$ cat config.mk
export PLATFORM = sky130hd
export DESIGN_NAME = seg_scan
export DESIGN_NICKNAME = d
export VERILOG_FILES = /design/src/rtl/seg_pkg.sv /design/src/rtl/seg_hex_dec.sv /design/src/rtl/seg_scan.sv
export SDC_FILE = /design/constraint.sdc
export NUM_CORES = 1
export LEC_CHECK = 0
export ABC_CLOCK_PERIOD_IN_PS = 2700
export CAP_MARGIN = 20
export CORE_MARGIN = 2
export CORE_UTILIZATION = 30
export CTS_BUF_LIST = sky130_fd_sc_hd__clkbuf_8
export DETAILED_ROUTE_END_ITERATION = 16
export PLACE_DENSITY = 0.55
export SLEW_MARGIN = 25
export SYNTH_ARGS = -nofsm -noshare
export SYNTH_HDL_FRONTEND = slang
export SYNTH_SLANG_ARGS = --single-unit
$ cat constraint.sdc
create_clock -name clk -period 2.7 [get_ports clk]
set_input_delay 0.405 -clock clk [delete_from_list [all_inputs] [get_ports clk]]
set_output_delay 0.405 -clock clk [all_outputs]
set_load 0.01 [all_outputs]
$ cat src/rtl/seg_pkg.sv
// Shared constants for the seven-segment scanner.
// Segment byte layout (active-high form): bit7..bit1 = a..g, bit0 = dp.
// The display pins are active-low, so these patterns are inverted at the decoder.
package seg_pkg;

    localparam int SEG_DP_BIT = 0;
    localparam int SEG_G_BIT  = 1;
    localparam int SEG_F_BIT  = 2;
    localparam int SEG_E_BIT  = 3;
    localparam int SEG_D_BIT  = 4;
    localparam int SEG_C_BIT  = 5;
    localparam int SEG_B_BIT  = 6;
    localparam int SEG_A_BIT  = 7;

    // Active-low "everything off" value for o_seg.
    localparam logic [7:0] SEG_BLANK = 8'hFF;

    // Active-high glyphs for hex digits 0..F, dp bit clear.
    localparam logic [7:0] SEG_HEX [16] = '{
        8'hFC, 8'h60, 8'hDA, 8'hF2, 8'h66, 8'hB6, 8'hBE, 8'hE0,
        8'hFE, 8'hE6, 8'hEE, 8'h3E, 8'h9C, 8'h7A, 8'h9E, 8'h8E
    };

endpackage

$ cat src/rtl/seg_hex_dec.sv
// Combinational hex-to-seven-segment decoder.
// Ports:
//   nibble : hex digit to display
//   dp     : 1 = light the decimal point
//   seg    : active-low segment pattern (bit7..bit1 = a..g, bit0 = dp)
module seg_hex_dec
    import seg_pkg::*;
(
    input  logic [3:0] nibble,
    input  logic       dp,
    output logic [7:0] seg
);

    logic [7:0] pat;

    always_comb begin
        pat             = SEG_HEX[nibble];
        pat[SEG_DP_BIT] = pat[SEG_DP_BIT] | dp;
        seg             = ~pat;
    end

endmodule

$ cat src/rtl/seg_scan.sv
// Multiplexed seven-segment display scanner.
// Each digit is driven for SCAN_DIV clocks; digit index runs 0..NUM_DIGITS-1.
// New display data is staged in a pending register and only becomes visible
// at a frame boundary, so a frame never shows a mix of old and new digits.
// Ports:
//   clk, rst_n : clock, async active-low reset
//   i_value    : 4 bits per digit, digit 0 in the low nibble
//   i_dp       : decimal-point request per digit
//   i_en       : live per-digit enable (0 = digit dark, anode off)
//   i_lzs      : live leading-zero suppression enable
//   i_load     : one-cycle strobe capturing i_value / i_dp
//   o_an       : registered active-low one-cold digit select
//   o_seg      : registered active-low segments (a..g, dp)
//   o_frame    : one-cycle pulse after each frame boundary
module seg_scan
    import seg_pkg::*;
#(
    parameter int NUM_DIGITS = 8,
    parameter int SCAN_DIV   = 1000
) (
    input  logic                    clk,
    input  logic                    rst_n,
    input  logic [4*NUM_DIGITS-1:0] i_value,
    input  logic [NUM_DIGITS-1:0]   i_dp,
    input  logic [NUM_DIGITS-1:0]   i_en,
    input  logic                    i_lzs,
    input  logic                    i_load,
    output logic [NUM_DIGITS-1:0]   o_an,
    output logic [7:0]              o_seg,
    output logic                    o_frame
);

    localparam int IDX_W = (NUM_DIGITS > 1) ? $clog2(NUM_DIGITS) : 1;
    localparam int PRE_W = (SCAN_DIV > 1) ? $clog2(SCAN_DIV) : 1;
    localparam logic [IDX_W-1:0] IDX_LAST = IDX_W'(NUM_DIGITS - 1);
    localparam logic [PRE_W-1:0] PRE_LAST = PRE_W'(SCAN_DIV - 1);

    logic [PRE_W-1:0]        pre;
    logic [IDX_W-1:0]        idx;
    logic [4*NUM_DIGITS-1:0] shadow_value;
    logic [NUM_DIGITS-1:0]   shadow_dp;
    logic [4*NUM_DIGITS-1:0] pend_value;
    logic [NUM_DIGITS-1:0]   pend_dp;
    logic                    pend_valid;

    logic                    tc;
    logic                    boundary;
    logic [NUM_DIGITS-1:0]   lead_zero;
    logic                    zero_run;
    logic [3:0]              cur_nib;
    logic                    cur_dp;
    logic                    cur_en;
    logic                    cur_sup;
    logic [NUM_DIGITS-1:0]   sel_an;
    logic [7:0]              dec_seg;
    logic [NUM_DIGITS-1:0]   an_nxt;
    logic [7:0]              seg_nxt;

    assign tc       = (pre == PRE_LAST);
    assign boundary = tc && (idx == IDX_LAST);

    always_ff @(posedge clk or negedge rst_n) begin
        if (!rst_n) begin
            pre     <= '0;
            idx     <= '0;
            o_frame <= 1'b0;
        end else begin
            o_frame <= boundary;
            if (tc) begin
                pre <= '0;
                idx <= (idx == IDX_LAST) ? '0 : idx + 1'b1;
            end else begin
                pre <= pre + 1'b1;
            end
        end
    end

    // A load landing on the boundary edge bypasses pending and goes straight
    // to the shadow; any older pending data is superseded and dropped.
    always_ff @(posedge clk or negedge rst_n) begin
        if (!rst_n) begin
            shadow_value <= '0;
            shadow_dp    <= '0;
            pend_value   <= '0;
            pend_dp      <= '0;
            pend_valid   <= 1'b0;
        end else if (boundary) begin
            pend_valid <= 1'b0;
            if (i_load) begin
                shadow_value <= i_value;
                shadow_dp    <= i_dp;
            end else if (pend_valid) begin
                shadow_value <= pend_value;
                shadow_dp    <= pend_dp;
            end
        end else if (i_load) begin
            pend_value <= i_value;
            pend_dp    <= i_dp;
            pend_valid <= 1'b1;
        end
    end

    // Suppression walks down from the most significant digit while the
    // nibbles stay zero; digit 0 is never part of the run.
    always_comb begin
        zero_run  = i_lzs;
        lead_zero = '0;
        for (int k = NUM_DIGITS - 1; k >= 1; k--) begin
            zero_run     = zero_run && (shadow_value[4*k +: 4] == 4'h0);
            lead_zero[k] = zero_run;
        end
    end

    always_comb begin
        cur_nib = 4'h0;
        cur_dp  = 1'b0;
        cur_en  = 1'b0;
        cur_sup = 1'b0;
        sel_an  = '1;
        for (int k = 0; k < NUM_DIGITS; k++) begin
            if (idx == IDX_W'(k)) begin
                cur_nib   = shadow_value[4*k +: 4];
                cur_dp    = shadow_dp[k];
                cur_en    = i_en[k];
                cur_sup   = lead_zero[k];
                sel_an[k] = 1'b0;
            end
        end
    end

    seg_hex_dec u_dec (
        .nibble (cur_nib),
        .dp     (cur_dp),
        .seg    (dec_seg)
    );

    always_comb begin
        an_nxt  = '1;
        seg_nxt = SEG_BLANK;
        if (cur_en) begin
            an_nxt  = sel_an;
            seg_nxt = dec_seg;
            if (cur_sup) begin
                seg_nxt[SEG_A_BIT:SEG_G_BIT] = '1;
            end
        end
    end

    always_ff @(posedge clk or negedge rst_n) begin
        if (!rst_n) begin
            o_an  <= '1;
            o_seg <= SEG_BLANK;
        end else begin
            o_an  <= an_nxt;
            o_seg <= seg_nxt;
        end
    end

endmodule
==> run summary <==
CELLS AND AREA
-----------------------------------------------------------------------------------------------------------------
Final Core Density                                                                                          39.0%
Total non-filler cell area in the finished layout                                                       7050 um^2
Proportion of layout cells with a drive suffix above 1                                                      26.1%
Count of non-filler cells in the finished layout                                                              835
Area Overhead vs Synth                                                                                      26.9%
Number of nets in the finished design                                                                         666
Diodes inserted                                                                                                 0

STA
-----------------------------------------------------------------------------------------------------------------
Total setup violations reported at the end of the flow                                                          0
Clock tree skew after final layout                                                                        13.5 ps
Pins Over Slew Limit                                                                                            0
Pin slew with the least headroom to its limit                                                              686 ps
Crit share post-route                                                                                       99.9%
Maximum achievable frequency                                                                              371 MHz
Worst relative slew slack                                                                                   54.2%
Shortest period the worst path allows                                                                     2700 ps
Final count of hold timing violations                                                                           0
Post-layout worst setup margin                                                                            2.19 ps
Setup repair after global routing missed its margin                                                          true

POWER AND IR DROP
-----------------------------------------------------------------------------------------------------------------
Power density over the cells                                                                          427 nW/um^2
Total power of the final layout                                                                           3010 uW
Worst voltage drop across the vdd grid                                                                     263 uV
Relative contribution of combinational cells to total power                                                  9.9%
Fraction of power consumed by sequential logic                                                              58.4%
Cell internal pwr                                                                                         2320 uW
Proportion of power drawn by the clock network                                                              31.7%
Leak pwr                                                                                               0.00297 uW
Switching power summed over all nets                                                                       694 uW
Proportion of total power due to net switching                                                              23.0%

GLOBAL ROUTE
-----------------------------------------------------------------------------------------------------------------
Total congestion overflow                                                                                       0
Wire length of the first global-routing pass                                                             21700 um
Via count of the first global-routing pass                                                                   4188
Total global routing track utilization                                                                      13.9%
Initial antenna violation count                                                                                 0
Pin count of the biggest net entering global routing                                                           81

PLACEMENT
-----------------------------------------------------------------------------------------------------------------
Port buffer count                                                                                              68
Worst-case setup slack after placement                                                                   -72.3 ps
Last weighted congestion value of the routability-driven placer                                             0.873
# placed instances                                                                                            816
Half-perimeter wire length after detailed placement                                                       9700 um
Placed inst area                                                                                        6720 um^2

SETUP PATH
-----------------------------------------------------------------------------------------------------------------
Critical Setup Path Class                                                                            flip-flop to flip-flop
Worst R2R Start                                                                                      idx[1]$_DFFE_PN0N_
Crit end category                                                                                       flip-flop
Endpoint required time on the critical path                                                               2990 ps
Critical Path Start Type                                                                                flip-flop
Reg-to-Reg End                                                                                       o_seg[4]$_DFF_PN1_
Slowest Stage Delay on Critical Path                                                                       440 ps
Critical path, cell by cell                                                                          inv_2 > ha_4 > buf_4 > a21oi_1 > nor2_1 > a211oi_2 > o221ai_2 > mux2_4 > inv_4 > ha_4 > or3_4 > o31ai_2 > o31ai_1
Setup slack on the worst flop-to-flop path                                                                   2 ps
Crit path DAT                                                                                             2990 ps
Highest fanout seen on the critical path                                                                        4
Reg2reg path depth                                                                                             13
Crit path top cell by count                                                                          sky130_fd_sc_hd__ha_4
Slowest stage cell, crit path                                                                        sky130_fd_sc_hd__dfrtp_1

SYNTH
-----------------------------------------------------------------------------------------------------------------
Post-synthesis compound-gate area fraction                                                                  13.6%
Number of library cell types mapped by synthesis                                                               57
Post-synthesis sequential element count                                                                       111
Register area share after synthesis                                                                         50.3%
Top cell types by occurrence after synthesis                                                         95 x sky130_fd_sc_hd__dfrtp_1, 67 x sky130_fd_sc_hd__nand2_1, 49 x sky130_fd_sc_hd__o21ai_0, 42 x sky130_fd_sc_hd__mux2_2, 41 x sky130_fd_sc_hd__mux2i_1
YS warnings                                                                                                     0
Post-synthesis simple-gate area fraction                                                                    12.2%
Main combinational cell family by area after synthesis                                               multiplexers
Library cell with the largest summed area after synthesis                                            sky130_fd_sc_hd__dfrtp_1
Top area cells in the synthesized netlist                                                            sky130_fd_sc_hd__dfrtp_1 43%, sky130_fd_sc_hd__mux2_2 8.5%, sky130_fd_sc_hd__dfstp_2 7.6%, sky130_fd_sc_hd__mux2i_1 7.4%, sky130_fd_sc_hd__nand2_1 4.5%
Number of flops mapped to enable cells by yosys                                                                 0
Summed instance area of the synthesized netlist                                                         5560 um^2
Post-synthesis cell count                                                                                     514
Mean instance size in the synthesized netlist                                                           10.8 um^2
Flip-flop cell with the highest count after synthesis                                                sky130_fd_sc_hd__dfrtp_1
Number of nets produced by synthesis                                                                          578
Multiplexer fraction of the synthesized cell area                                                           16.1%
Share of the synthesized area in the top cell type                                                          42.8%
Xor and xnor fraction of the mapped netlist area                                                           0.946%
Most common cell in the netlist                                                                      sky130_fd_sc_hd__dfrtp_1
Arithmetic-cell share of the synthesized area counting full adders, half adders and majority gates          2.70%
Proportion of register bits with asynchronous set or reset after synthesis                                   100%

CTS
-----------------------------------------------------------------------------------------------------------------
Hold-fix buffer count after cts                                                                                 0
Root Buffer Master                                                                                   sky130_fd_sc_hd__clkbuf_8
Number of buffers created by CTS                                                                                9
TritonCTS sink count                                                                                          111
Largest buffer count on any clock path                                                                          2
Clock tree from TritonCTS                                                                                    done
Clock slew seen by the registers of the worst setup and hold paths                                          90 ps
H-tree level count                                                                                              3
Clock Latency Late Sink                                                                                    380 ps

WORST HOLD PATH
-----------------------------------------------------------------------------------------------------------------
Path category of the worst min-delay check                                                           input pin to async pin

FLOORPLAN
-----------------------------------------------------------------------------------------------------------------
Starting Density                                                                                            30.7%
Placeable core region                                                                                  18100 um^2
Overall die area                                                                                       19600 um^2
Number of cell rows                                                                                            49
Ports                                                                                                          69
Width of the die                                                                                           140 um
Vertical die dimension                                                                                     140 um

OUTCOME
-----------------------------------------------------------------------------------------------------------------
Outcome                                                                                              finished with violations
Violations in the final reports                                                                      design-rule violations

ROUTING
-----------------------------------------------------------------------------------------------------------------
DRC violation count after routing                                                                               8
Starting DRT DRC Count                                                                                        221
Vias per std cell                                                                                            4.87
Total vias in the final route                                                                                4066
Wire length per cell after detailed routing                                                               15.7 um
Count of antenna-violating nets left after detailed routing                                                     0
Aggregate routed wire length                                                                             13100 um
Drt first pass iters                                                                                           13

FLOW RUN
-----------------------------------------------------------------------------------------------------------------
Max capacitance violation total                                                                                 0

-- critical path, delay by kind of cell (launching register included) --
kind	cells	cell delay, ps
AND/OR/NAND/NOR	2	460
multiplexers	1	310
buffers and inverters	3	320
AO/OA/AOI/OAI	5	710
adder cells (fa/ha/maj)	2	380
flip-flops	1	440
-- per-stage QoR --
step                      TNS [ps]  hold slack (ps)
after floorplan               -113              109
after global routing          -148             46.7
after CTS                        0             18.1
after detailed placement      -143              455
final                            0             18.3
after global placement           0              444
-- kinds of logic after synthesis --
family / count (synthesis)
buf+inv: 49
flops: 111
mux: 84
compound gates: 111
xor+xnor: 6
fa+ha+maj: 12
simple gates: 141
-- flip-flops by register name (all words and copies together) (netlist names) --
name	count
o_seg	8
shadow_dp	8
shadow_value	32
pend_dp	8
pend_valid	1
idx	3
o_an	8
o_frame	1
pend_value	32
pre	10
-- how the worst max path moves through the flow --
stage	start	endpoint	depth (start not counted)
after global placement	idx[0]$_DFFE_PN0N_	o_seg[4]$_DFF_PN1_	12
after floorplan	idx[0]$_DFFE_PN0N_	o_seg[6]$_DFF_PN1_	14
after detailed placement	idx[0]$_DFFE_PN0N_	o_seg[4]$_DFF_PN1_	12
final	idx[1]$_DFFE_PN0N_	o_seg[4]$_DFF_PN1_	13
after CTS	idx[0]$_DFFE_PN0N_	o_seg[4]$_DFF_PN1_	13
after global routing	idx[1]$_DFFE_PN0N_	o_seg[4]$_DFF_PN1_	13
-- cell usage in the layout (no fill, tap or decap), drive strengths merged, types with 3 or more instances in the layout --
cell / count
a2111oi: 6
a211o: 3
a21o: 3
a21oi: 23
buf: 45
clkbuf: 9
clkdlybuf4s50: 66
dfrtp: 95
dfstp: 16
ha: 12
inv: 17
mux2: 43
mux2i: 41
nand2: 67
nand3: 14
nand3b: 6
nor2: 22
nor2b: 9
nor4: 7
o211ai: 7
o21ai: 51
o221ai: 3
xnor2: 3
xor2: 3
-- routing by layer --
layer	up-vias	wire length, um	GRT usage (%)
met5	-	0	0
met4	0	129	3.19
met3	10	509	3.73
met2	80	6190	22.3
met1	1990	6250	18.9
li1	1986	-	-
-- power groups by stage --
stage	sequential [uW]	combinational, uW	clock, uW
2_1_floorplan	1790	138	0
3_3_place_gp	1790	301	0
3_5_place_dp	1790	308	0
4_1_cts	1760	309	1010
5_1_grt	1770	330	1080
6_report	1760	298	956
-- final cells by class --
class	instances	area, um^2
clock buffer	9	124
clock inverter	6	55.1
fill	1749	11000
inverter	15	61.3
multi-input combinational	354	2690
sequential	111	2800
tap	229	287
timing repair buffer	111	1040
-- timing repair --
item	CTS	global route
hold endpoints to repair	0	0
setup endpoints to repair	2	6
gates resized for setup	6	25
gates cloned	0	0
buffers inserted	0	4
pin swaps	2	10
(Power assumes the default switching activity.)
